==> src/rtl/sum_operator_multi.sv <==
// sum_operator_multi: multi-order discrete integrator.
// Each accepted sample d is run back through a cascade of max_order accumulators.
// A single shared adder is stepped one stage per clock by a two-state FSM.
// After the sequence, out[0] holds the reconstructed signal and out[k] holds the k-th difference.
// Optional build macro SUM_OP_SAT_EN: every add saturates instead of wrapping.
// It also adds a sticky sat output.
//
// Handshake: en and load are single-cycle strobes sampled on the rising clock edge.
// en is accepted only in IDLE with load low; otherwise it is dropped and overrun is set.
// busy is high from the accepting edge until the final stage is written.
// valid pulses for exactly one cycle when out[] is self-consistent again.
module sum_operator_multi #(
  parameter int max_order = 3,
  parameter int WIDTH     = 16
) (
  input  logic                    clk,
  input  logic                    reset,
  input  logic                    en,
  input  logic signed [WIDTH-1:0] d,
  input  logic                    load,
  input  logic [2:0]              load_sel,
  input  logic signed [WIDTH-1:0] load_val,
  output logic signed [WIDTH-1:0] out [max_order-1:0],
  output logic                    valid,
  output logic                    busy,
  output logic                    overrun
`ifdef SUM_OP_SAT_EN
  ,
  output logic                    sat
`endif
);

  localparam int KW = (max_order > 1) ? $clog2(max_order) : 1;
  localparam logic [KW-1:0] K_LAST = KW'(max_order - 1);

  typedef enum logic [0:0] {
    IDLE = 1'b0,
    RUN  = 1'b1
  } state_e;

  state_e                  state_q;
  logic [KW-1:0]           k_q;
  logic signed [WIDTH-1:0] d_q;
  logic signed [WIDTH-1:0] acc_q [max_order-1:0];
  logic                    valid_q;
  logic                    busy_q;
  logic                    overrun_q;

  // chain[k+1] is the input of stage k; the top stage is fed by the held sample.
  logic signed [WIDTH-1:0] chain [max_order:0];
  logic signed [WIDTH-1:0] add_a;
  logic signed [WIDTH-1:0] add_b;
  logic signed [WIDTH-1:0] add_res;

  // Build the cascade view: accumulators below, held sample on top.
  always_comb begin
    for (int i = 0; i < max_order; i++) begin
      chain[i] = acc_q[i];
    end
    chain[max_order] = d_q;
  end

  // Route the active stage and its already-updated upstream value into the shared adder.
  always_comb begin
    add_a = '0;
    add_b = '0;
    for (int i = 0; i < max_order; i++) begin
      if (k_q == KW'(i)) begin
        add_a = chain[i];
        add_b = chain[i+1];
      end
    end
  end

`ifdef SUM_OP_SAT_EN
  logic                    sat_q;
  logic signed [WIDTH:0]   add_wide;
  logic                    add_ovf;

  assign add_wide = {add_a[WIDTH-1], add_a} + {add_b[WIDTH-1], add_b};
  assign add_ovf  = add_wide[WIDTH] ^ add_wide[WIDTH-1];

  // Clamp the shared adder result to the signed range on overflow.
  always_comb begin
    add_res = add_wide[WIDTH-1:0];
    if (add_ovf) begin
      add_res = add_wide[WIDTH] ? {1'b1, {(WIDTH-1){1'b0}}} : {1'b0, {(WIDTH-1){1'b1}}};
    end
  end

  assign sat = sat_q;
`else
  // Plain two's-complement wrap; exact inverse of a wrapping difference stage.
  assign add_res = add_a + add_b;
`endif

  // Control FSM, stage counter, accumulators and all status flags.
  always_ff @(posedge clk or negedge reset) begin
    if (!reset) begin
      for (int i = 0; i < max_order; i++) begin
        acc_q[i] <= '0;
      end
      d_q       <= '0;
      k_q       <= '0;
      state_q   <= IDLE;
      valid_q   <= 1'b0;
      busy_q    <= 1'b0;
      overrun_q <= 1'b0;
`ifdef SUM_OP_SAT_EN
      sat_q     <= 1'b0;
`endif
    end else begin
      valid_q <= 1'b0;
      case (state_q)
        IDLE: begin
          if (load) begin
            // Out-of-range indices match no stage and are silently ignored.
            for (int i = 0; i < max_order; i++) begin
              if (load_sel == 3'(i)) begin
                acc_q[i] <= load_val;
              end
            end
            if (en) begin
              overrun_q <= 1'b1;
            end
          end else if (en) begin
            d_q     <= d;
            k_q     <= K_LAST;
            state_q <= RUN;
            busy_q  <= 1'b1;
          end
        end
        RUN: begin
          for (int i = 0; i < max_order; i++) begin
            if (k_q == KW'(i)) begin
              acc_q[i] <= add_res;
            end
          end
`ifdef SUM_OP_SAT_EN
          if (add_ovf) begin
            sat_q <= 1'b1;
          end
`endif
          if (en || load) begin
            overrun_q <= 1'b1;
          end
          if (k_q == '0) begin
            valid_q <= 1'b1;
            busy_q  <= 1'b0;
            state_q <= IDLE;
          end else begin
            k_q <= k_q - 1'b1;
          end
        end
        default: state_q <= IDLE;
      endcase
    end
  end

  assign out     = acc_q;
  assign valid   = valid_q;
  assign busy    = busy_q;
  assign overrun = overrun_q;

endmodule

==> config.mk <==
export PLATFORM = sky130hd
export DESIGN_NAME = sum_operator_multi
export DESIGN_NICKNAME = d
export VERILOG_FILES = /design/src/rtl/sum_operator_multi.sv
export SDC_FILE = /design/constraint.sdc
export NUM_CORES = 1
export LEC_CHECK = 0
export ABC_AREA = 0
export ABC_CLOCK_PERIOD_IN_PS = 9050
export CAP_MARGIN = 20
export CELL_PAD_IN_SITES_DETAIL_PLACEMENT = 0
export CELL_PAD_IN_SITES_GLOBAL_PLACEMENT = 1
export CORE_ASPECT_RATIO = 0.9
export CORE_UTILIZATION = 30
export CTS_CLUSTER_DIAMETER = 60
export DETAILED_ROUTE_END_ITERATION = 10
export PLACE_DENSITY_LB_ADDON = 0.1
export SYNTH_ARGS = -nofsm -noshare
export SYNTH_HDL_FRONTEND = slang
export SYNTH_SLANG_ARGS = --single-unit
==> constraint.sdc <==
create_clock -name clk -period 9.05 [get_ports clk]
set_clock_uncertainty 0.15 [all_clocks]
set_input_delay 1.81 -clock clk [delete_from_list [all_inputs] [get_ports clk]]
set_output_delay 1.81 -clock clk [all_outputs]
set_load 0.005 [all_outputs]
==> impl_results.md, run 1 <==
- Root Driver: clkbuf_16
- Final GP Congestion: 0.845
- Final WL: 13,700 microns
- Max VDD drop: 165 uV
- Register clock-pin slew on the reported worst setup and hold paths: 50 ps
- Site row count: between 40 and 50
- Crit path from: k_q[0]$_DFFE_PN0P_
- H-tree level count: 3
- Setup-failing EPs final: 0
- RSZ-0062 raised after global routing: no
- Hold Crit Depth: 1
- Setup CP Type: register to register
- R2r setup slk: just under 5000 ps
- Die Ht: 116 microns
- Initial antenna violation count: 0
- Cts bufs inserted: 9
- Outcome: completed
- Max-slew violation count: 0
- Reg2reg path depth: 13
- Max Cap Violations: 0
- Flop pwr share: between 20% and 30%
- Core area: 14,100 sq um
- Hold EP: overrun$_DFFE_PN0P_
- PD cells: 459 nW/um^2
- Worst slack at placement: ~4800 ps
- Min setup slack post-route: approximately 5000 ps
- Maximum clock insertion buffer count: 2
- Comb pwr share: 63.2%
- Mapped Avg Cell Area: just under 9 sq um
- CP Launch Type: register
- Final Hold Viols: 0
- Design Area, Final: ~5700 sq um
- Synth warn: 0
- Synth cell types: 50
- Worst skew pair latency: 340 ps
- Die footprint: 14,900 sq um
- Post-CTS sizing: 0
- WL/cell: 17.9 microns
- Dominant cells by area after synthesis: dfrtp_1 40%, a21oi_1 5.5%, o21ai_0 5.3%
- DRC Markers: 0
- Vias in the first global route: between 3,000 and 4,000
- Leading area contributor after synthesis: dfrtp_1
- Sequential share of the synthesized area: 40.4%
- Min Hold Slack: 334 ps
- Share of layout cells above drive strength 1: under 10%
- Clock Power Share: 13.3%
- # IOs: 90
- Total Neg Setup Slack: 0 ps
- Leakage: 2.34 nW
- F_max: between 200 and 250 MHz
- Largest net degree at the start of global routing: 71
- First DRT Iteration DRCs: 266
- Crit end category: register
- Hold Crit Start: overrun$_DFFE_PN0P_
- Die width: approximately 130 microns
- Port Buffers: 89
- Fillers: 1,489
- Switching Share: 46.3%
- Worst-margin pin slew: 1030 ps
- Worst hold path class: register to register
- Net switching power: between 1 and 1.5 mW
- Post-DP HPWL: ~9700 microns
- Placed cells: 749
- Critical path fanouts, max: 16
- Tmin final: between 4000 and 5000 ps
- Post-synth top area share: 40.4%
- Area post-placement: roughly 5400 sq um
- GR Util All Layers: 19.4%
- Internal power: roughly 1.4 mW
- Cell count after synthesis: 491
- First-pass GRT wire length: 21,600 microns
- DR vias: a little under 4,000
- FF-to-FF Start: k_q[0]$_DFFE_PN0P_
- Initial Util: 30.9%
- FF+latch count, synth: 70
- Via/cell ratio: 5.17
- Area grow syn2layout: 30.9%
- # hold bufs at CTS: 0
- Post-CTS Setup Bufs: 0
- CTS tree: done
- Non-filler instance count after layout: 765
- Diode count: 0
- Worst Path Required: 9100 ps
- Final ANT Viol Nets: 0
- Worst Path Arrival: 4150 ps
- Clock sinks: 70
- Fin crit share: between 40 and 50%
- Grt ovf: 0
- Initial DRT Pass Iterations: 5
- Relative slew slack: 31.3%
- Syn_nets: approximately 550
- Synthesized cell area: 4340 sq um
- # nets final: 625
- R2R Path End: out[11]$_DFFE_PN0P_
layer usage:
layer  track usage [%]  share of wire (%)
met1              26.5                 48
met5                 0                  0
met4              6.20                1.5
met3              3.71                4.5
met2              30.9                 46
synth_stat cells, drive strengths merged:
cell / instances
o21ai: 60
nand3: 4
o311ai: 1
mux2i: 8
nand4: 2
nor4b: 1
a21boi: 1
o31a: 1
xnor2: 7
o211a: 1
mux2: 19
and2: 2
fa: 1
nand2b: 7
nor3b: 7
dfrtp: 70
a211oi: 2
inv: 3
nand2: 57
nor2: 50
a22oi: 28
or4: 1
clkbuf: 23
and3: 15
or3: 1
o21a: 3
o211ai: 4
o21bai: 1
nand3b: 1
nor4: 1
a221oi: 3
o2111ai: 1
nor3: 6
nor2b: 2
a31oi: 4
ha: 18
xor2: 11
buf: 9
a21o: 4
a211o: 2
a21oi: 49
power by group through the flow:
| stage | clock, mW | sequential, mW | combinational [mW] |
|---|---|---|---|
| after detailed placement | 0 | 0.618 | 1.64 |
| after floorplan | 0 | 0.585 | 1.12 |
| after CTS | 0.357 | 0.615 | 1.65 |
| after global routing | 0.368 | 0.637 | 1.83 |
| after global placement | 0 | 0.617 | 1.64 |
| final | 0.346 | 0.615 | 1.65 |
worst max-delay path: stages (launching register included):
cell and delay, ps:
dfrtp_1 400, inv_1 90, ha_1 280, nor2b_2 600, buf_4 330, a22oi_1 90
o21ai_0 340, ha_1 300, a211o_1 310, a211oi_1 350, nor2_1 120, a31oi_1 250
xor2_1 250, o21ai_0 110
layout make-up:
class,count,area (sq um),area share (%)
Timing Repair Buffer,97,950,16.7
Clock inverter,5,50.0,0.881
Tap cell,193,241,4.25
Multi-Input combinational cell,386,2440,43.0
Clock buffer,11,233,4.10
Inverter,3,11.3,0.198
Sequential cell,70,1750,30.8
worst max-delay path by stage:
stage | end | depth (start not counted)
6_report | out[11]$_DFFE_PN0P_ | 13
5_1_grt | out[27]$_DFFE_PN0P_ | 13
4_1_cts | out[11]$_DFFE_PN0P_ | 13
3_5_place_dp | out[11]$_DFFE_PN0P_ | 8
3_3_place_gp | out[11]$_DFFE_PN0P_ | 7
2_1_floorplan | out[44]$_DFFE_PN0P_ | 14
registers in the layout (all words and copies together), names as in the netlist:
name     count
out         48
d_q         16
k_q          2
busy         1
overrun      1
state_q      1
valid        1
cells in the final DEF (no fill, tap or decap), drive strengths merged, types with 2 or more instances in the layout:
| cell type | Yosys | routed |
|---|---|---|
| a221oi | 3 | 3 |
| nor3b | 7 | 7 |
| a31oi | 4 | 4 |
| clkinv | 0 | 4 |
| a21oi | 49 | 49 |
| a211o | 2 | 2 |
| a21o | 4 | 4 |
| ha | 18 | 18 |
| a22oi | 28 | 28 |
| o21ai | 60 | 60 |
| inv | 3 | 3 |
| clkdlybuf4s50 | 0 | 88 |
| o21a | 3 | 3 |
| nor3 | 6 | 6 |
| xor2 | 11 | 11 |
| nor2b | 2 | 2 |
| and2 | 2 | 2 |
| nor2 | 50 | 50 |
| a211oi | 2 | 2 |
| dfrtp | 70 | 70 |
| and3 | 15 | 15 |
| nand2b | 7 | 7 |
| clkbuf | 23 | 11 |
| buf | 9 | 9 |
| mux2 | 19 | 19 |
| nand4 | 2 | 2 |
| mux2i | 8 | 8 |
| o211ai | 4 | 4 |
| xnor2 | 7 | 7 |
| nand2 | 57 | 57 |
| nand3 | 4 | 4 |
kinds of logic after synthesis:
kind of cell               synth area share, %
AOI/OAI and AO/OA                         22.7
buffers and inverters                     3.55
muxes                                     6.78
xor gates and xnor gates                  3.63
and+or+nand+nor                           17.4
DFF                                       40.4
adders and majority gates                 5.65
through the flow:
step / power (mW) / util, %
6_report: 2.61 / 40.4
2_1_floorplan: 1.70 / -
3_5_place_dp: 2.26 / 38.4
4_1_cts: 2.62 / 40.4
3_3_place_gp: 2.26 / 38.3
5_1_grt: 2.84 / 40.4
No activity file was read; power rests on OpenSTA's default activity.
==> run 2: changes to the inputs <==
- ABC_CLOCK_PERIOD_IN_PS: 9050 -> 4019
- clock period: 9.05 -> 4.02 ns (I/O delays scaled with it)
==> impl_results.md, run 2 (same netlist as run 1, synthesis figures left out) <==
- Area of the multi-input gates: 2450 sq um (+0.46%)
- Post-DP HPWL: 9900 microns (+2.2%)
- Clock sinks: 70 (unchanged)
- # hold bufs at CTS: 0 (unchanged)
- Port Buffers: 89 (unchanged)
- Min setup slack post-route: 321 ps (-4620 ps)
- Crit path max-delay cell type: dfrtp_1
- Vias in the first global route: 3,909 (+0.67%)
- CP peak stage delay: 410 ps (-190 ps)
- Max-slew violation count: 0 (unchanged)
- Setup-failing EPs final: 0 (unchanged)
- Largest net degree at the start of global routing: 71 (unchanged)
- PD cells: 1030 nW/um^2 (+120%)
- CP bufs+invs: 2 (unchanged)
- Final WL: 13,600 microns (-0.83%)
- Maximum clock insertion buffer count: 2 (unchanged)
- Area grow syn2layout: 32.5%
- F_max: 270 MHz (+11%)
- Die footprint: 14,900 sq um (unchanged)
- Setup CP Type: register to register
- Root Driver: clkbuf_16
- Die Ht: 116 microns (unchanged)
- Worst slack at placement: 220 ps (-4550 ps)
- Final GP Congestion: 0.845 (about the same)
- Largest register FFs: 48 (unchanged)
- Core area: 14,100 sq um (unchanged)
- Max VDD drop: 353 uV (+110%)
- Worst-margin pin slew: 928 ps (-103 ps)
- Global route hottest layer: met2
- Critical path's top delay family: compound AO/OA/AOI/OAI gates
- GR Util All Layers: 19.3% (-0.029 points)
- Site row count: 41 (unchanged)
- Initial DRT Pass Iterations: 5 (unchanged)
- Most frequent cells in the layout: 88 x clkdlybuf4s50_1, 70 x dfrtp_1, 57 x nand2_1, 50 x nor2_1, 48 x a21oi_1
- Via/cell ratio: 5.09 (-1.5%)
- Fin crit share: 92.0% (+47 points)
- Total Neg Setup Slack: 0 ps (unchanged)
- DR vias: 3,937 (-0.48%)
- Leakage: 2.37 nW (+1.5%)
- Design Area, Final: 5750 sq um (+1.2%)
- Crit end category: register
- First-pass GRT wire length: 21,500 microns (-0.16%)
- Critical path fanouts, max: 14 (-2)
- Worst skew pair latency: 350 ps (about the same)
- Max Cap Violations: 0 (unchanged)
- Commonest non-fill, non-tap cell in the layout: clkdlybuf4s50_1
- RSZ-0062 raised after global routing: no
- Worst Path Required: 4090 ps (-5010 ps)
- Total power: 5.90 mW (+130%)
- Outcome: completed
- Initial antenna violation count: 0 (unchanged)
- Initial Util: 30.9% (unchanged)
- Share of layout cells above drive strength 1: 10.0% (+0.91 points)
- Min Hold Slack: 330 ps (-3.81 ps)
- First DRT Iteration DRCs: 174 (-35%)
- # IOs: 90 (unchanged)
- Cts bufs inserted: 9 (unchanged)
- Register clock-pin slew on the reported worst setup and hold paths: 60 ps (about the same)
- CP Launch Type: register
- Area post-placement: 5460 sq um (+1.1%)
- Met3 Use GR: 4.03% (+0.32 points)
- Diode count: 0 (unchanged)
- Final ANT Viol Nets: 0 (unchanged)
- H-tree level count: 3 (unchanged)
- CTS tree: done
- DRC Markers: 0 (unchanged)
- Worst Path Arrival: 3760 ps (-390 ps)
- Crit path top cell by count: ha_1
- Worst hold path class: register to register
- Register area: 1750 sq um (unchanged)
- Critical path, cell by cell: inv_1 -> ha_1 -> nor2b_2 -> buf_4 -> a22oi_1 -> o21ai_0 -> ha_1 -> a21o_1 -> a221oi_4 -> a21oi_1 -> a31oi_1 -> xor2_1 -> o21ai_1
- # nets final: 633 (+1.3%)
- Final Hold Viols: 0 (unchanged)
- GRT met1 Usage: 26.5% (about the same)
- Grt ovf: 0 (unchanged)
- Die width: 129 microns (unchanged)
- Tmin final: 3700 ps (-409 ps)
- Relative slew slack: 38.1% (+6.9 points)
- Fillers: 1,431 (-3.9%)
- Global-route met2 utilization: 30.1% (-0.79 points)
- WL/cell: 17.5 microns (-1.9%)
==> run 2: final timing paths <==
path	start	end	slack, ps	cells past startpoint
hold / removal	overrun$_DFFE_PN0P_	overrun$_DFFE_PN0P_	330	1
max in group asynchronous	reset	out[3]$_DFFE_PN0P_	2590	2
setup reg to reg	k_q[0]$_DFFE_PN0P_	out[28]$_DFFE_PN0P_	320	13
hold reg to reg	overrun$_DFFE_PN0P_	overrun$_DFFE_PN0P_	330	1
min in group asynchronous	reset	out[9]$_DFFE_PN0P_	540	2
setup / recovery	k_q[0]$_DFFE_PN0P_	out[28]$_DFFE_PN0P_	320	13
==> run 2: metrics by stage <==
stage | cells | utilization (%)
floorplan | 491 | -
global route | 773 | 40.9
global placement | 756 | 38.7
CTS | 773 | 40.8
finish | 773 | 40.9
detailed placement | 757 | 38.8
==> run 2: final cells by class <==
class	count	area share (%)
timing repair buffer	105	17.6
clock buffer	16	4.90
multi-input combinational	386	42.7
sequential	70	30.5
tap	193	4.20
inverter	3	0.196
==> run 2: repair_timing <==
item                       4_1_cts  5_1_grt
setup endpoints to repair        0        3
buffers inserted                 0        0
resized for setup                0        1
==> run 2: power by group <==
group          internal, mW  switching [mW]  total (mW)
clock network         0.469           0.300       0.769
logic                  1.67            2.07        3.74
registers              1.06           0.339        1.39
total                  3.19            2.71        5.90
==> run 2: worst register-to-register path: stages (launching register included) <==
cell	delay, ps
dfrtp_1	410
inv_1	90
ha_1	280
nor2b_2	300
buf_4	250
a22oi_1	90
o21ai_0	190
ha_1	310
a21o_1	230
a221oi_4	390
a21oi_1	200
a31oi_1	280
xor2_1	280
o21ai_1	120
==> run 2: layer usage <==
metal	vias up	routed length, microns
li1	1936	-
met1	1891	6860
met2	97	5970
met3	13	544
met4	0	192
met5	-	0
==> run 3: changes to the inputs <==
- CORE_UTILIZATION: 30 -> 39
==> impl_results.md, run 3 (same netlist as run 1, synthesis figures left out) <==
- Worst hold path class: register to register
- Initial Util: 40.1% (+9.3 points)
- Post-CTS Setup Bufs: 0 (unchanged)
- Vias in the first global route: 3,771 (-3.5%)
- Total power: 5.97 mW (+1.2%)
- Worst Path Required: 4070 ps (-20 ps)
- Maximum clock insertion buffer count: 2 (unchanged)
- CTS tree: done
- Final Core Density: 52.9% (+12 points)
- Post-DP HPWL: 9430 microns (-4.8%)
- Port Buffers: 89 (unchanged)
- CP bufs+invs: 2 (unchanged)
- Root Driver: clkbuf_16
- F_max: 269 MHz (-0.34%)
- Final ANT Viol Nets: 0 (unchanged)
- # nets final: 631 (-0.32%)
- Leakage: 2.38 nW (+0.56%)
- Die width: 113 microns (-12%)
- Die footprint: 11,600 sq um (-23%)
- Die Ht: 102 microns (-12%)
- Tmin final: 3710 ps (+12.6 ps)
- Hold Crit Start: busy$_DFFE_PN0P_
- GR Util All Layers: 22.8% (+3.5 points)
- Initial DRT Pass Iterations: 4 (-1)
- Final WL: 12,700 microns (-6.1%)
- Crit end category: register
- Worst skew pair latency: 330 ps (-20 ps)
- Cts bufs inserted: 9 (unchanged)
- Initial antenna violation count: 0 (unchanged)
- Fin crit share: 92.3% (+0.31 points)
- Setup-failing EPs final: 0 (unchanged)
- Worst-margin pin slew: 864 ps (-64.0 ps)
- Via/cell ratio: 5.54 (+8.9%)
- Max-slew violation count: 0 (unchanged)
- First DRT Iteration DRCs: 255 (+47%)
- Setup CP Type: register to register
- # hold bufs at CTS: 0 (unchanged)
- Clock sinks: 70 (unchanged)
- CP Launch Type: register
- Critical path's top delay family: simple AND/OR/NAND/NOR gates
- WL/cell: 17.9 microns (+2.1%)
- Relative slew slack: 42.4% (+4.3 points)
- DR vias: 3,942 (+0.13%)
- Largest net degree at the start of global routing: 38 (-46%)
- First-pass GRT wire length: 20,100 microns (-6.5%)
- Core area: 10,800 sq um (-23%)
- Most frequent cells in the layout: 88 x clkdlybuf4s50_1, 70 x dfrtp_1, 57 x nand2_1, 50 x nor2_1, 48 x a21oi_1
- H-tree level count: 3 (unchanged)
- Total Neg Setup Slack: 0 ps (unchanged)
- Largest register FFs: 48 (unchanged)
- Outcome: completed
- Register clock-pin slew on the reported worst setup and hold paths: 60 ps (about the same)
- Max Cap Violations: 0 (unchanged)
- FF-to-FF Start: k_q[0]$_DFFE_PN0P_
- Critical path fanouts, max: 37 (+23)
- Crit path from: k_q[0]$_DFFE_PN0P_
- Grt ovf: 0 (unchanged)
- CP peak stage delay: 570 ps (+160 ps)
- # IOs: 90 (unchanged)
- Commonest non-fill, non-tap cell in the layout: clkdlybuf4s50_1
- Share of layout cells above drive strength 1: 10.4% (+0.38 points)
- Final Hold Viols: 0 (unchanged)
- Final GP Congestion: 0.867 (+2.7%)
- Worst Path Arrival: 3760 ps (about the same)
- Area grow syn2layout: 31.7%
- RSZ-0062 raised after global routing: no
- Max VDD drop: 434 uV (+23%)
- Diode count: 0 (unchanged)
- PD cells: 1040 nW/um^2 (+1.8%)
- Site row count: 36 (-12%)
- Critical path, cell by cell: inv_1 -> ha_2 -> buf_4 -> o21ai_0 -> ha_1 -> and3_4 -> nand4_4 -> or4_1 -> nand3_2 -> xor2_1 -> o21ai_1
- Crit path max-delay cell type: or4_1
- DRC Markers: 0 (unchanged)
-- run 3: final timing paths --
check	end	slack, ps	cells past startpoint
worst max-delay path	out[31]$_DFFE_PN0P_	310	11
worst min-delay path	busy$_DFFE_PN0P_	330	1
worst max register to register	out[31]$_DFFE_PN0P_	310	11
worst min register to register	busy$_DFFE_PN0P_	330	1
max in group asynchronous	out[39]$_DFFE_PN0P_	2610	2
min in group asynchronous	out[47]$_DFFE_PN0P_	420	1
-- run 3: metrics by stage --
step,hold WS [ps],setup slack (ps),instances,area [sq um]
2_1_floorplan,318,594,491,4340
3_3_place_gp,311,302,693,5360
3_5_place_dp,316,289,695,5380
4_1_cts,330,252,711,5700
5_1_grt,357,26.0,711,5720
6_report,325,309,711,5720
-- run 3: area by class of cell --
class | count | area (sq um)
clock buffer | 10 | 239
clock inverter | 6 | 85.1
fill | 1012 | 5090
inverter | 3 | 11.3
multi-input combinational | 386 | 2450
sequential | 70 | 1750
tap | 133 | 166
timing repair buffer | 103 | 1010
-- run 3: layer usage --
metal  GRT usage [%]  up-vias  share of wire (%)
met5               0        -                  0
met4            6.07        0               0.68
met3            4.21        6                4.5
met2            36.1      115                 44
met1            32.3     1895                 51
li1                -     1926                  -
-- run 3: power by group --
group          total (mW)  switching [mW]  internal (mW)  leakage [nW]
combinational        3.70            2.04           1.66          1.41
clock               0.864           0.306          0.558         0.154
sequential           1.41           0.351           1.05         0.815
total                5.97            2.70           3.27          2.38
-- run 3: worst reg2reg max path, cell delays in order (launching register included) --
cell and delay [ps]:
dfrtp_1 400, inv_1 100, ha_2 460, buf_4 410, o21ai_0 190, ha_1 490, and3_4 270, nand4_4 110
or4_1 570, nand3_2 130, xor2_1 210, o21ai_1 90
-- run 3: what timing repair did --
item / in CTS / in global routing
endpoints found under the setup margin: 0 / 3
hold endpoints to repair: 0 / 0
resized for setup: 0 / 1
